$ cat config.mk
export PLATFORM = sky130hd
export DESIGN_NAME = if_id_skid_reg
export DESIGN_NICKNAME = d
export VERILOG_FILES = /design/src/rtl/if_id_skid_reg.sv
export SDC_FILE = /design/constraint.sdc
export NUM_CORES = 1
export LEC_CHECK = 0
export ABC_AREA = 1
export BUFFER_PORTS_ARGS = -buffer_cell sky130_fd_sc_hd__buf_2
export CAP_MARGIN = 40
export CORE_MARGIN = 3
export CORE_UTILIZATION = 50
export CTS_CLUSTER_SIZE = 30
export DETAILED_ROUTE_END_ITERATION = 10
export PLACE_DENSITY = 0.74
export SYNTH_ARGS = -nofsm -noshare
export SYNTH_HDL_FRONTEND = slang
export SYNTH_SLANG_ARGS = --single-unit
export TNS_END_PERCENT = 100
$ cat constraint.sdc
create_clock -name clk -period 20.9 [get_ports clk]
set_input_delay 6.27 -clock clk [delete_from_list [all_inputs] [get_ports clk]]
set_output_delay 6.27 -clock clk [all_outputs]
set_load 0.01 [all_outputs]
$ cat src/rtl/if_id_skid_reg.sv
// IF/ID pipeline register with a valid bit, a small skid FIFO that absorbs
// fetch responses while decode is held, N-way flush and a bubble counter.
module if_id_skid_reg #(
    parameter int                PC_W        = 32,
    parameter int                INST_W      = 32,
    parameter int                SKID_DEPTH  = 2,
    parameter int                FLUSH_SRCS  = 4,
    parameter logic [INST_W-1:0] BUBBLE_INST = '0,
    parameter int                CNT_W       = 16
) (
    input  logic                  clk,
    input  logic                  rst,
    input  logic                  in_valid,
    input  logic [PC_W-1:0]       in_pc,
    input  logic [INST_W-1:0]     in_inst,
    output logic                  in_ready,
    input  logic                  stall,
    input  logic [FLUSH_SRCS-1:0] flush,
    output logic                  out_valid,
    output logic [PC_W-1:0]       out_pc,
    output logic [INST_W-1:0]     out_inst,
    output logic [2:0]            skid_count,
    output logic                  drop_err,
    output logic [CNT_W-1:0]      bubble_cnt
);

    // Storage is sized for the largest legal depth so pointers stay 2 bits
    // regardless of SKID_DEPTH; only the first SKID_DEPTH slots are used.
    localparam int         MAX_DEPTH = 4;
    localparam int         PTR_W     = 2;
    localparam logic [2:0] DEPTH_C   = 3'(SKID_DEPTH);
    localparam logic [PTR_W-1:0] LAST_PTR = PTR_W'(SKID_DEPTH - 1);

    logic [PC_W-1:0]   r_skid_pc   [MAX_DEPTH];
    logic [INST_W-1:0] r_skid_inst [MAX_DEPTH];
    logic [PTR_W-1:0]  r_head;
    logic [PTR_W-1:0]  r_tail;
    logic [2:0]        r_count;

    logic              r_out_valid;
    logic [PC_W-1:0]   r_out_pc;
    logic [INST_W-1:0] r_out_inst;
    logic              r_drop_err;
    logic [CNT_W-1:0]  r_bubble_cnt;

    logic w_ready;
    logic w_flush;
    logic w_accept;
    logic w_skid_nonempty;
    logic w_push;
    logic w_pop;
    logic w_direct;

    function automatic logic [PTR_W-1:0] next_ptr(input logic [PTR_W-1:0] p);
        return (p == LAST_PTR) ? '0 : p + PTR_W'(1);
    endfunction

    always_comb begin
        w_ready         = (r_count < DEPTH_C);
        w_flush         = |flush;
        w_accept        = in_valid & w_ready;
        w_skid_nonempty = (r_count != 3'd0);
        // Pop whenever decode advances and something is queued; an accepted
        // input goes to the skid unless the output can take it directly.
        w_pop           = !w_flush && !stall && w_skid_nonempty;
        w_push          = !w_flush && w_accept && (stall || w_skid_nonempty);
        w_direct        = !w_flush && !stall && !w_skid_nonempty && w_accept;
    end

    always_ff @(posedge clk) begin
        if (w_push) begin
            r_skid_pc[r_tail]   <= in_pc;
            r_skid_inst[r_tail] <= in_inst;
        end
    end

    always_ff @(posedge clk) begin
        if (rst) begin
            r_head  <= '0;
            r_tail  <= '0;
            r_count <= '0;
        end else if (w_flush) begin
            r_head  <= '0;
            r_tail  <= '0;
            r_count <= '0;
        end else begin
            if (w_push) r_tail <= next_ptr(r_tail);
            if (w_pop)  r_head <= next_ptr(r_head);
            if (w_push && !w_pop)      r_count <= r_count + 3'd1;
            else if (w_pop && !w_push) r_count <= r_count - 3'd1;
        end
    end

    always_ff @(posedge clk) begin
        if (rst || w_flush) begin
            r_out_valid <= 1'b0;
            r_out_pc    <= '0;
            r_out_inst  <= BUBBLE_INST;
        end else if (!stall) begin
            if (w_pop) begin
                r_out_valid <= 1'b1;
                r_out_pc    <= r_skid_pc[r_head];
                r_out_inst  <= r_skid_inst[r_head];
            end else if (w_direct) begin
                r_out_valid <= 1'b1;
                r_out_pc    <= in_pc;
                r_out_inst  <= in_inst;
            end else begin
                r_out_valid <= 1'b0;
                r_out_pc    <= '0;
                r_out_inst  <= BUBBLE_INST;
            end
        end
    end

    // Sticky status: neither flush nor stall touches these.
    always_ff @(posedge clk) begin
        if (rst) begin
            r_drop_err   <= 1'b0;
            r_bubble_cnt <= '0;
        end else begin
            if (in_valid && !w_ready)
                r_drop_err <= 1'b1;
            if (!r_out_valid && !stall && (r_bubble_cnt != '1))
                r_bubble_cnt <= r_bubble_cnt + CNT_W'(1);
        end
    end

    assign in_ready   = w_ready;
    assign out_valid  = r_out_valid;
    assign out_pc     = r_out_pc;
    assign out_inst   = r_out_inst;
    assign skid_count = r_count;
    assign drop_err   = r_drop_err;
    assign bubble_cnt = r_bubble_cnt;

endmodule

==> out/results.ini <==
[timing]
fmax_mhz=117
worst_slew_pin_slew_ns=0.840
rsz0062_at_grt=no
finalHoldViolations=0
setup_violations=0
timing.final.crit_share_pct=40.7
setup_slack_ns=12.38
finalSetupTns_ns=0
max-slew-margin-rel_pct=44.0
min_period_ns=8.52
holdWs_ns=0.414
maxSlewViolCount=0
fin_skew_ns=0.0189

[logic_synthesis]
yosysWarnings=0
syn-instance-count=1367
synth_top_area_share_pct=54.5
syn_area_per_cell_um2=10.3
synth-seq-area-share_pct=67.5
synth_area_um2=14100
synth_area_leader_cell=edfxtp_1
syn-num-nets=1442
ys_types=27
synth-seq-cells=347
synthTopCellsByArea=edfxtp_1, dfxtp_1, nand2_1

[hold_path]
min_path_type=flip-flop to flip-flop

[clocking]
clk_pin_slew_ns=0.06
clock_latency_ns=0.52
root_buffer=clkbuf_16
holdBufCountCts=0
post_cts_buffers=0
cts_tree=built
htree_levels=2
cts.sinks=347
cts-resized-gates=0
clock_path_buffers=3
cts_made_buffers=36

[die]
coreArea_um2=27300
row_count=60
die_area_um2=30200
ioPinCount=158
die_x_um=174
die_height_um=174
start_util_pct=51.6

[cells_and_area]
final_nets=1581
n_antenna_cell=0
finalInstanceArea_um2=16500
layout.cells.non_filler=1906
final_cell_mix=nand2_1, edfxtp_1, nor2_1
layout_commonest_cell=nand2_1
multiInputGateArea_um2=3860
syn2layout_area_growth_pct=16.8
seq_area_um2=9510
n_fill_cell=2272
post-route-util_pct=60.2
layout-drive-gt1-share_pct=19.4

[setup_path]
critical_path.max_fanout=67
crit_arrival_ns=8.90
cp.required_ns=21.28
end_kind=flip-flop
crit_type=primary input to flip-flop
setup.worst_path.start_class=primary input

[pwr]
p_sw_share_pct=18.8
p_sw_mw=0.275
power_density_nw_per_um2=88.6
seqPwrFrac_pct=50.7
power.share.clock_pct=47.5
vdd_drop_max_mv=0.0580
p_int_mw=1.18
p_leak_nw=6.74
design_power_total_mw=1.46
combPwrFrac_pct=1.8

[global_route]
grt_antenna_before_repair=3
overflow=0
grt_use_total_pct=19.6
grt_max_degree=87
grt_pass1_wl_um=48500
grt_pass1_vias=9378

[placement]
dpl.cell_count=1840
hpwl_um=17900
placed_cell_area_um2=15200
place_worst_setup_slack_ns=11.87
io_buffer_count=157
gp_congestion=0.835

[flow_run]
cap_violations=0

[route]
drc_errors=0
dr.pass1.iters=5
wirelength_um=30300
drt-initial-drc-count=866
vias_per_cell=5.16
final_antenna_net_count=0
via_count=9829
wire_per_inst_um=15.9

[status]
status=finished clean

registers in the layout, summed over array words and instances (netlist names), named ones only:
signal and flops:
bubble_cnt 16, drop_err 1, out_inst 32, out_pc 32, out_valid 1, r_head 2, r_skid_inst 128, r_skid_pc 128
r_tail 2, skid_count 3
critical path, stage by stage:
cell and delay, ns:
buf_2 0.08, buf_4 0.61, inv_1 0.16, nand4_1 0.18, nor2_4 0.04, buf_4 0.36, inv_2 0.14, ha_1 0.15
inv_1 0.07, fa_1 0.38, a21oi_1 0.14, o21ai_0 0.11, o21ai_0 0.16, a21oi_1 0.06
cells by family (layout without fill, tap and decap cells):
kind of cell	count (synthesis)	count (layout)	share of synthesized area [%]
buffers and inverters	164	331	5.44
AO/OA/AOI/OAI	213	213	7.56
AND/OR/NAND/NOR	632	632	18.7
XOR/XNOR	7	7	0.435
adder cells (fa/ha/maj)	3	3	0.319
multiplexers	1	1	0.0710
flip-flops	347	347	67.5
final timing paths:
path / cells after the start / start / slack [ns] / endpoint
max: 14 / stall / 12.38 / skid_count[2]
min: 2 / r_head[1] / 0.41 / flip-flop
max reg2reg: 8 / flip-flop / 18.30 / out_inst[18]
min reg2reg: 2 / r_head[1] / 0.41 / flip-flop
power groups by stage:
stage	Clock, mW	Combinational [mW]	Sequential [mW]
after CTS	0.704	0.0260	0.740
final	0.693	0.0261	0.740
after global routing	0.734	0.0286	0.739
after floorplan	0	0.00793	0.755
after detailed placement	0	0.0258	0.755
after global placement	0	0.0248	0.755
metal layers:
metal | GRT usage [%] | routed length (um)
met5 | 0 | 36
met4 | 4.89 | 509
met3 | 5.20 | 2460
met2 | 31.9 | 14300
met1 | 26.4 | 13000
layout make-up:
type,instances,area share [%]
well taps,372,2.83
repair buffers,174,5.94
clock inverters,20,1.85
inverters,91,2.09
clock buffers,46,6.07
multi-input cells,856,23.4
flip-flops and latches,347,57.8
Yosys cell counts:
cell	count
nand2_1	262
edfxtp_1	256
nor2_1	229
o21ai_0	155
dfxtp_1	91
inv_1	88
nand3_1	75
nand2_2	51
o21ai_1	41
clkbuf_1	28
buf_2	25
a21oi_1	17
nand4_1	8
buf_4	7
buf_1	6
buf_12	5
xor2_1	5
inv_2	3
nor2_2	3
ha_1	2
nor2_4	2
nor3_1	2
xnor2_1	2
buf_8	1
clkbuf_2	1
fa_1	1
mux2i_1	1
Power figures use the tool's default switching activity.
